`config.mk`:
```
export PLATFORM = sky130hd
export DESIGN_NAME = stopwatch_core
export DESIGN_NICKNAME = d
export VERILOG_FILES = /design/src/rtl/stopwatch_core.sv
export SDC_FILE = /design/constraint.sdc
export NUM_CORES = 1
export LEC_CHECK = 0
export CORE_ASPECT_RATIO = 0.75
export CORE_MARGIN = 10
export CORE_UTILIZATION = 43
export CTS_BUF_LIST = sky130_fd_sc_hd__clkbuf_8
export DETAILED_ROUTE_END_ITERATION = 8
export PLACE_DENSITY = 0.74
export SYNTH_ARGS = -nofsm -noshare
export SYNTH_HDL_FRONTEND = slang
export SYNTH_SLANG_ARGS = --single-unit
```
`constraint.sdc`:
```
create_clock -name clk -period 2.3 [get_ports clk]
set_input_delay 0.345 -clock clk [delete_from_list [all_inputs] [get_ports clk]]
set_output_delay 0.345 -clock clk [all_outputs]
set_load 0.02 [all_outputs]
```
`src/rtl/stopwatch_core.sv`:
```
// Stopwatch timekeeping datapath with STOP/RUN/CLEAR control.
// The divided tick is sampled as data and only its rising edge advances time.
module stopwatch_core #(
    parameter int MSEC_MAX = 100,
    parameter int SEC_MAX  = 60,
    parameter int MIN_MAX  = 60,
    parameter int HOUR_MAX = 24
) (
    input  logic       clk,
    input  logic       rst,
    input  logic       i_tick,
    input  logic       i_run_stop,
    input  logic       i_clear,
    output logic [6:0] o_msec,
    output logic [5:0] o_sec,
    output logic [5:0] o_min,
    output logic [4:0] o_hour,
    output logic       o_running,
    output logic       o_rollover
);

    localparam logic [6:0] MSEC_LAST = 7'(MSEC_MAX - 1);
    localparam logic [5:0] SEC_LAST  = 6'(SEC_MAX - 1);
    localparam logic [5:0] MIN_LAST  = 6'(MIN_MAX - 1);
    localparam logic [4:0] HOUR_LAST = 5'(HOUR_MAX - 1);

    typedef enum logic [1:0] {
        ST_STOP  = 2'd0,
        ST_RUN   = 2'd1,
        ST_CLEAR = 2'd2
    } state_t;

    state_t     state_r, state_s;
    logic       tick_d_r, tick_edge_s, count_s, zero_s;
    logic       running_r, rollover_r, rollover_s;
    logic [6:0] msec_r, msec_s;
    logic [5:0] sec_r, sec_s;
    logic [5:0] min_r, min_s;
    logic [4:0] hour_r, hour_s;

    assign tick_edge_s = i_tick & ~tick_d_r;
    assign count_s     = (state_r == ST_RUN) & tick_edge_s;
    // Zero on the edge entering CLEAR and keep zero while in it.
    assign zero_s      = ((state_r == ST_STOP) & i_clear) | (state_r == ST_CLEAR);

    // Next-state logic; clear has priority over run/stop only from STOP.
    always_comb begin
        state_s = state_r;
        case (state_r)
            ST_STOP: begin
                if (i_clear) begin
                    state_s = ST_CLEAR;
                end else if (i_run_stop) begin
                    state_s = ST_RUN;
                end else begin
                    state_s = ST_STOP;
                end
            end
            ST_RUN: begin
                if (i_run_stop) begin
                    state_s = ST_STOP;
                end else begin
                    state_s = ST_RUN;
                end
            end
            ST_CLEAR: state_s = ST_STOP;
            default:  state_s = ST_STOP;
        endcase
    end

    // Field update with same-cycle carry chain through all four fields.
    always_comb begin
        msec_s     = msec_r;
        sec_s      = sec_r;
        min_s      = min_r;
        hour_s     = hour_r;
        rollover_s = 1'b0;
        if (zero_s) begin
            msec_s = 7'd0;
            sec_s  = 6'd0;
            min_s  = 6'd0;
            hour_s = 5'd0;
        end else if (count_s) begin
            if (msec_r >= MSEC_LAST) begin
                msec_s = 7'd0;
                if (sec_r >= SEC_LAST) begin
                    sec_s = 6'd0;
                    if (min_r >= MIN_LAST) begin
                        min_s = 6'd0;
                        if (hour_r >= HOUR_LAST) begin
                            hour_s     = 5'd0;
                            rollover_s = 1'b1;
                        end else begin
                            hour_s = hour_r + 5'd1;
                        end
                    end else begin
                        min_s = min_r + 6'd1;
                    end
                end else begin
                    sec_s = sec_r + 6'd1;
                end
            end else begin
                msec_s = msec_r + 7'd1;
            end
        end else begin
            rollover_s = 1'b0;
        end
    end

    // State, edge-detect history, fields and status flags.
    always_ff @(posedge clk or negedge rst) begin
        if (!rst) begin
            state_r    <= ST_STOP;
            tick_d_r   <= 1'b0;
            running_r  <= 1'b0;
            rollover_r <= 1'b0;
            msec_r     <= 7'd0;
            sec_r      <= 6'd0;
            min_r      <= 6'd0;
            hour_r     <= 5'd0;
        end else begin
            state_r    <= state_s;
            tick_d_r   <= i_tick;
            running_r  <= (state_s == ST_RUN);
            rollover_r <= rollover_s;
            msec_r     <= msec_s;
            sec_r      <= sec_s;
            min_r      <= min_s;
            hour_r     <= hour_s;
        end
    end

    assign o_msec     = msec_r;
    assign o_sec      = sec_r;
    assign o_min      = min_r;
    assign o_hour     = hour_r;
    assign o_running  = running_r;
    assign o_rollover = rollover_r;

endmodule

```
==> results of run 1 <==
## Yosys cell counts (2+ instances only)
cell type,number
ha_1,4
a21oi_1,8
nand4_1,5
and3_1,2
o21a_1,3
xor2_1,4
dfrtp_1,29
a211oi_1,2
nor2_1,19
o21ai_0,15
a31oi_1,3
nor3_1,6
o2111ai_1,2
and2_1,3
nand2_1,18
nand3_1,8
## cell usage in the layout (no fill, tap or decap), drive strengths merged, types with 4 or more instances in the layout
cell type      instances
clkdlybuf4s50         30
dfrtp                 29
nor2                  20
nand2                 19
o21ai                 16
a21oi                  8
nand3                  8
nor3                   6
nand4                  5
clkbuf                 5
xor2                   4
ha                     4
buf                    4
a31oi                  4
## power by group
group	internal, mW	switching [mW]
Clock	0.204	0.188
Sequential	0.535	0.0327
Combinational	0.0836	0.115
## worst paths after layout
path                                       start                    end  slack (ps)
min                                          rst   state_r[0]$_DFF_PN0_         440
max reg2reg                o_msec[0]$_DFFE_PN0P_  o_hour[2]$_DFFE_PN0P_         200
min in group clk           o_msec[6]$_DFFE_PN0P_  o_msec[6]$_DFFE_PN0P_         520
max in group asynchronous                    rst  o_hour[2]$_DFFE_PN0P_        1580
max                        o_msec[0]$_DFFE_PN0P_  o_hour[2]$_DFFE_PN0P_         200
min reg2reg                o_msec[6]$_DFFE_PN0P_  o_msec[6]$_DFFE_PN0P_         520
## kinds of logic after synthesis
kind of cell	share of synthesized area (%)
AOI/OAI and AO/OA	19.7
and+or+nand+nor	24.9
buffers and inverters	1.25
adders and majority gates	3.35
DFF	48.5
xor gates and xnor gates	2.34
## worst max-delay path, stage by stage (launching register included)
cell	delay (ps)
dfrtp_1	420
ha_1	250
or4_4	440
o211ai_1	340
nor3_1	170
o21ai_0	240
o21ai_0	110
## flip-flops by register name, summed over array words and instances, names as in the netlist
register and count:
o_min 6, o_msec 7, o_sec 6, o_running 1
o_hour 5, tick_d_r 1, state_r 2, o_rollover 1
## layer usage
layer / GRT usage (%) / vias up / part of all wire (%)
li1: - / 667 / -
met1: 15.6 / 634 / 46
met2: 16.9 / 33 / 45
met3: 5.03 / 7 / 7.2
met4: 5.04 / 0 / 1.5
met5: 0 / - / 0
## area by class of cell
class	count	area, sq um
inverter	1	3.75
tap	40	50.0
clock buffer	5	68.8
clock inverter	3	13.8
multi-input combinational	124	751
sequential	29	726
fill	288	1370
timing repair buffer	34	330
## through the flow
stage | cell area [sq um] | cells | setup slack, ps
6_report | 1940 | 236 | 198
4_1_cts | 1940 | 236 | 191
5_1_grt | 1940 | 236 | 66.9
3_5_place_dp | 1860 | 228 | 115
3_3_place_gp | 1860 | 228 | 235
2_1_floorplan | 1500 | 156 | 322
==> impl_metrics.ini, run 1 <==
[die]
core-area_sq_um = 3310
die_area_sq_um = 6260
num_rows = 18
die_h_um = 71.1
ios = 31
dieWidth_um = 88.1
initial_core_util_pct = 45.2

[routing]
drtPass1Iterations = 4
post_drt_wl_per_cell_um = 15.3
drtIter0Drc = 111
via_per_inst = 5.68
drc = 0
final_antenna_net_count = 0
vias = 1341
routed_wl_mm = 3.61

[grt]
globalRouteOverflowTotal = 0
grt_pass1_vias = 1269
grt_util_all_layers_pct = 12.0
grt_pass1_wl_mm = 6.01
antenna_found_initial = 0
grt_max_degree = 30

[placed_design]
finalWeightedCongestion = 0.791
hpwl_mm = 2.76
numPortBuffers = 30

[synth]
syn_inst = 156
yosys-top-cells-area = dfrtp_1 (49%), o21ai_0 (5.0%), nor2_1 (4.8%), nand2_1 (4.5%), ha_1 (3.3%)
synth_cell_types = 41
synth_area_per_cell_sq_um = 9.58
synth_fp_nets = 165
ys.flop_type = dfrtp_1
ys_seq_area_share_pct = 48.5
yosysWarningCount = 0
syn_area_sq_um = 1500
synth_edf_count = 0
ys_ff_latch = 29
synth_top_area_share_pct = 48.5
async_flop_share_pct = 100
synth_top_cell_by_area = dfrtp_1

[cts]
cts_resized = 0
htree_num_levels = 2
cts_tree = done
postCtsSetupRepairBufs = 0
clkSlewWorstSetupHoldPaths_ps = 60
hold_buffers = 0
cts_made_buffers = 5
cts_root_buf = clkbuf_8
clkSinkCount = 29
clock_latency_ps = 280
clockBufferDepth = 2

[cells_and_area]
post-route-util_pct = 58.7
syn2layout_area_growth_pct = 30.0
drive_gt1_share_pct = 8.16
diodes = 0
nets = 204

[pwr]
power_mw = 1.16
p_leak_nw = 0.846
p_per_area_nw_per_um2 = 597
vdd_drop_max_mv = 0.400

[critical_path]
critPathMaxFanout = 6
arrival_ps = 2250
cp-end-kind = flip-flop
startpoint_type = flip-flop
crit_type = flip-flop to flip-flop
r2r_cells = 6
required_ps = 2450

[sta]
relSlewSlack_pct = 62.6
finClkSkew_ps = 6.95
tns_ps = 0
finalSetupViolCount = 0
whs_ps = 443
rsz0062_at_grt = no
hold_viol = 0
fmax_mhz = 476
period_share_pct = 91.4
post-route-min-period_ps = 2100
max_slew.worst_pin.slew_ps = 561
slew_violations = 0

[flow_run]
cap_viol_max_count = 0

[min_path]
hold_path.class = primary input to async pin

[status]
status = finished, final reports clean
Power figures use the tool's default switching activity.
==> inputs of run 2 (changes only) <==
--- a/config.mk
+++ b/config.mk
@@ -6,10 +6,13 @@
 export NUM_CORES = 1
 export LEC_CHECK = 0
+export CELL_PAD_IN_SITES_DETAIL_PLACEMENT = 1
+export CELL_PAD_IN_SITES_GLOBAL_PLACEMENT = 2
 export CORE_ASPECT_RATIO = 0.75
 export CORE_MARGIN = 10
-export CORE_UTILIZATION = 43
+export CORE_UTILIZATION = 32
 export CTS_BUF_LIST = sky130_fd_sc_hd__clkbuf_8
 export DETAILED_ROUTE_END_ITERATION = 8
-export PLACE_DENSITY = 0.74
+export MAX_ROUTING_LAYER = met4
+export PLACE_DENSITY = 0.86
 export SYNTH_ARGS = -nofsm -noshare
 export SYNTH_HDL_FRONTEND = slang
==> constraint.sdc (replaced) <==
create_clock -name clk -period 2.3 [get_ports clk]
set_input_delay 0.23 -clock clk [delete_from_list [all_inputs] [get_ports clk]]
set_output_delay 0.23 -clock clk [all_outputs]
set_load 0.02 [all_outputs]
==> impl_metrics.ini, run 2 (same netlist as run 1, synthesis figures left out) <==
[status]
status = finished, final reports clean

[routing]
final_antenna_net_count = 0
routed_wl_mm = 4.17
vias = 1353
via_per_inst = 5.29
drtIter0Drc = 20
drtPass1Iterations = 4
drc = 0
post_drt_wl_per_cell_um = 16.3

[cells_and_area]
fill_cells = 528
drive_gt1_share_pct = 9.55
diodes = 0
largest_reg_flops = 7
mostFrequentLayoutCell = clkdlybuf4s50_1
final_cells = 256
regArea_sq_um = 726
nets = 207
syn2layout_area_growth_pct = 32.9
final_cell_mix = clkdlybuf4s50_1 (30), dfrtp_1 (29), nor2_1 (19), nand2_1 (18), o21ai_0 (15)
multi_input_area_sq_um = 751

[cts]
clock_latency_ps = 280
cts_root_buf = clkbuf_8
cts_made_buffers = 5
clkSlewWorstSetupHoldPaths_ps = 70
cts_tree = done
hold_buffers = 0
clkSinkCount = 29
htree_num_levels = 2
postCtsSetupRepairBufs = 0
cts_resized = 0
clockBufferDepth = 2

[placed_design]
finalWeightedCongestion = 0.864
numPortBuffers = 30
numPlacedInstances = 248
hpwl_mm = 3.20

[sta]
max_slew.worst_pin.slew_ps = 389
post-route-min-period_ps = 2100
tns_ps = 0
finalSetupViolCount = 0
hold_viol = 0
slew_violations = 0
fmax_mhz = 476
relSlewSlack_pct = 74.1
rsz0062_at_grt = no
finClkSkew_ps = 6.75
period_share_pct = 91.4

[grt]
grt_util_met2_pct = 16.9
globalRouteOverflowTotal = 0
antenna_found_initial = 0
met1_usage_pct = 15.0
met3_usage_pct = 3.89
grt_pass1_vias = 1445
grt_max_degree = 30
grt_util_all_layers_pct = 11.7
grt_pass1_wl_mm = 7.38
grt-busiest-layer = met2

[die]
die_area_sq_um = 7830
dieWidth_um = 98.9
die_h_um = 79.2
num_rows = 21
core-area_sq_um = 4490
initial_core_util_pct = 33.3
ios = 31

[critical_path]
r2r_start = o_msec[0]$_DFFE_PN0P_
critPathMaxStageDelay_ps = 440
r2r_slack_ps = 200
crit_buf_inv = 1
critPathTopFamily = simple AND/OR/NAND/NOR gates
crit_start = o_msec[0]$_DFFE_PN0P_
crit_type = flip-flop to flip-flop
cp_slowest_cell = or4_4
crit_chain = ha_1, or4_4, o211ai_1, buf_4, nand2_1, a41oi_1, nor3_1
critPathMaxFanout = 6
required_ps = 2460
r2r-end = o_sec[5]$_DFFE_PN0P_
arrival_ps = 2260
startpoint_type = flip-flop
worst-path-stages = 7
cp-end-kind = flip-flop
r2r_cells = 7

[pwr]
power_mw = 1.17
p_per_area_nw_per_um2 = 589
p_sw_mw = 0.346
switching_share_pct = 29.6
vdd_drop_max_mv = 0.354
power.share.clock_pct = 34.0
p_leak_nw = 0.860
p_int_mw = 0.823
p_seq_share_pct = 48.6
pwr-share-comb_pct = 17.4

[flow_run]
cap_viol_max_count = 0

[min_path]
hold_path.class = primary input to async pin
[run 2: changes by cell type in the layout (fill, tap and decap cells not counted), sizes merged]
| cell | delta |
|---|---|
| buf | +3 |
[run 2: worst register-to-register path: cells and delay by family (launching register included)]
family | cells | cell delay (ps)
buffers and inverters | 1 | 170
AO/OA/AOI/OAI | 2 | 510
flip-flops | 1 | 430
adder cells (fa/ha/maj) | 1 | 250
AND/OR/NAND/NOR | 3 | 640
[run 2: per-stage QoR]
stage	util, %	hold WS [ps]	setup slack, ps	cell area (sq um)
final	44.2	338	198	1990
after detailed placement	42.4	528	206	1900
after global placement	42.4	494	218	1900
after floorplan	-	-65.6	322	1500
after CTS	44.2	353	188	1990
after global routing	44.2	388	12.4	1990
[run 2: worst max path at each step]
| stage | endpoint |
|---|---|
| final | o_sec[5]$_DFFE_PN0P_ |
| after global routing | o_sec[5]$_DFFE_PN0P_ |
| after CTS | o_sec[5]$_DFFE_PN0P_ |
| after detailed placement | o_sec[5]$_DFFE_PN0P_ |
| after global placement | o_sec[5]$_DFFE_PN0P_ |
| after floorplan | o_sec[5]$_DFFE_PN0P_ |
[run 2: cell type report]
| cell class | instances | share of cell area (%) |
|---|---|---|
| timing repair buffer | 37 | 17.8 |
| clock inverter | 3 | 0.693 |
| tap | 57 | 3.59 |
| clock buffer | 5 | 3.46 |
| multi-input combinational | 124 | 37.8 |
| sequential | 29 | 36.5 |
| inverter | 1 | 0.189 |
[run 2: power groups by stage]
stage                     registers (mW)  clock network (mW)  logic, mW
after floorplan                    0.595                   0     0.0869
after global routing               0.576               0.439      0.228
after detailed placement           0.578                   0      0.209
final                              0.569               0.397      0.204
after CTS                          0.569               0.409      0.209
after global placement             0.576                   0      0.202
[run 2: metal layers]
metal | wire (um) | part of all wire, % | vias to the layer above
li1 | - | - | 665
met1 | 2120 | 51 | 660
met2 | 1790 | 43 | 24
met3 | 211 | 5.1 | 4
met4 | 40 | 0.96 | 0
met5 | 0 | 0 | -
==> inputs of run 3 (changes only) <==
- CORE_ASPECT_RATIO: 0.75 -> 0.7
==> impl_metrics.ini, run 3 (same netlist as run 1, synthesis figures left out) <==
[cts]
clkSinkCount = 29
cts_tree = done
clkSlewWorstSetupHoldPaths_ps = 60
clockBufferDepth = 2
hold_buffers = 0
clock_latency_ps = 280
cts_made_buffers = 5
htree_num_levels = 2
cts_root_buf = clkbuf_8

[routing]
routed_wl_mm = 4.21
drtIter0Drc = 43
final_antenna_net_count = 0
drc = 0
via_per_inst = 5.38
post_drt_wl_per_cell_um = 16.7
drtPass1Iterations = 4
vias = 1356

[cells_and_area]
diodes = 0
multi_input_area_sq_um = 751
regArea_sq_um = 726
post-route-util_pct = 44.7
final_cells = 252
fill_cells = 509
nets = 206
final_cell_mix = clkdlybuf4s50_1 (30), dfrtp_1 (29), nor2_1 (19), nand2_1 (18), o21ai_0 (15)
drive_gt1_share_pct = 8.63
syn2layout_area_growth_pct = 32.5
design_area_sq_um = 1980
largest_reg_flops = 7
mostFrequentLayoutCell = clkdlybuf4s50_1

[critical_path]
r2r_cells = 7
critPathMaxFanout = 6
required_ps = 2470
r2r-end = o_sec[4]$_DFFE_PN0P_
startpoint_type = flip-flop
cp-end-kind = flip-flop
cp_slowest_cell = dfrtp_1
r2r_start = o_msec[0]$_DFFE_PN0P_
crit_chain = ha_1, or4_4, o211a_1, buf_4, nor2_4, o2111ai_1, o41ai_1
r2r_slack_ps = 180
critPathMaxStageDelay_ps = 430
crit_type = flip-flop to flip-flop
arrival_ps = 2290

[placed_design]
numPortBuffers = 30
hpwl_mm = 3.18
numPlacedInstances = 244
preCtsSetupSlack_ps = 44.8
post_dp_cell_area_sq_um = 1890
finalWeightedCongestion = 0.828

[sta]
finClkSkew_ps = 3.79
period_share_pct = 92.3
slew_violations = 0
tns_ps = 0
fin_ws_ps = 178
post-route-min-period_ps = 2120
rsz0062_at_grt = no
relSlewSlack_pct = 61.6
hold_viol = 0
max_slew.worst_pin.slew_ps = 575
finalSetupViolCount = 0
whs_ps = 331
fmax_mhz = 471

[pwr]
power_mw = 1.20
p_per_area_nw_per_um2 = 604
pwr-share-comb_pct = 17.3
p_seq_share_pct = 47.6
p_sw_mw = 0.342
vdd_drop_max_mv = 0.417
power.share.clock_pct = 35.1
switching_share_pct = 28.6
p_int_mw = 0.855
p_leak_nw = 0.854

[die]
ios = 31
initial_core_util_pct = 33.8
core-area_sq_um = 4430
die_h_um = 77.2
die_area_sq_um = 7850
dieWidth_um = 102
num_rows = 20

[min_path]
hold_path.class = primary input to async pin

[status]
status = finished, final reports clean

[grt]
grt_util_all_layers_pct = 11.8
grt_pass1_wl_mm = 7.29
grt_pass1_vias = 1394
antenna_found_initial = 0
globalRouteOverflowTotal = 0
grt_max_degree = 30

[flow_run]
cap_viol_max_count = 0
-- run 3: power groups by stage --
stage          logic, mW  registers (mW)  clock network (mW)
3_5_place_dp       0.209           0.580                   0
4_1_cts            0.210           0.570               0.434
5_1_grt            0.232           0.576               0.461
6_report           0.206           0.570               0.420
3_3_place_gp       0.203           0.576                   0
2_1_floorplan     0.0869           0.595                   0
-- run 3: per-layer routing --
metal | wire, um | up-vias | part of all wire (%) | GRT usage, %
met2 | 1790 | 23 | 43 | 15.4
met4 | 59 | 0 | 1.4 | 4.27
met1 | 2110 | 665 | 50 | 15.9
met5 | 0 | - | 0 | -
li1 | - | 661 | - | -
met3 | 250 | 7 | 5.9 | 4.48
-- run 3: cell type report --
type / count / share of cell area (%)
clock buffer: 6 / 4.17
multi-input combinational: 124 / 37.9
clock inverter: 1 / 0.190
inverter: 1 / 0.190
tap: 55 / 3.47
timing repair buffer: 36 / 17.4
sequential: 29 / 36.6
-- run 3: worst max-delay path by stage --
stage | start | end | slack, ps | cells past startpoint
floorplan | o_msec[0]$_DFFE_PN0P_ | o_sec[5]$_DFFE_PN0P_ | 320 | 6
global route | o_sec[0]$_DFFE_PN0P_ | o_hour[4]$_DFFE_PN0P_ | 20 | 5
detailed placement | i_tick | o_hour[4]$_DFFE_PN0P_ | 40 | 6
CTS | o_msec[0]$_DFFE_PN0P_ | o_hour[2]$_DFFE_PN0P_ | 90 | 6
finish | o_msec[0]$_DFFE_PN0P_ | o_sec[4]$_DFFE_PN0P_ | 180 | 7
global placement | o_msec[0]$_DFFE_PN0P_ | o_sec[5]$_DFFE_PN0P_ | 150 | 6
-- run 3: critical path, delay by kind of cell (launching register included) --
family / cells / cell delay (ps)
buffers and inverters: 1 / 200
AOI/OAI and AO/OA: 3 / 540
and+or+nand+nor: 2 / 580
adders and majority gates: 1 / 250
DFF: 1 / 430
-- run 3: repair_timing --
item | 4_1_cts | 5_1_grt
endpoints found under the setup margin | 0 | 5
setup buffers | 0 | 1
gates resized for setup | 0 | 0
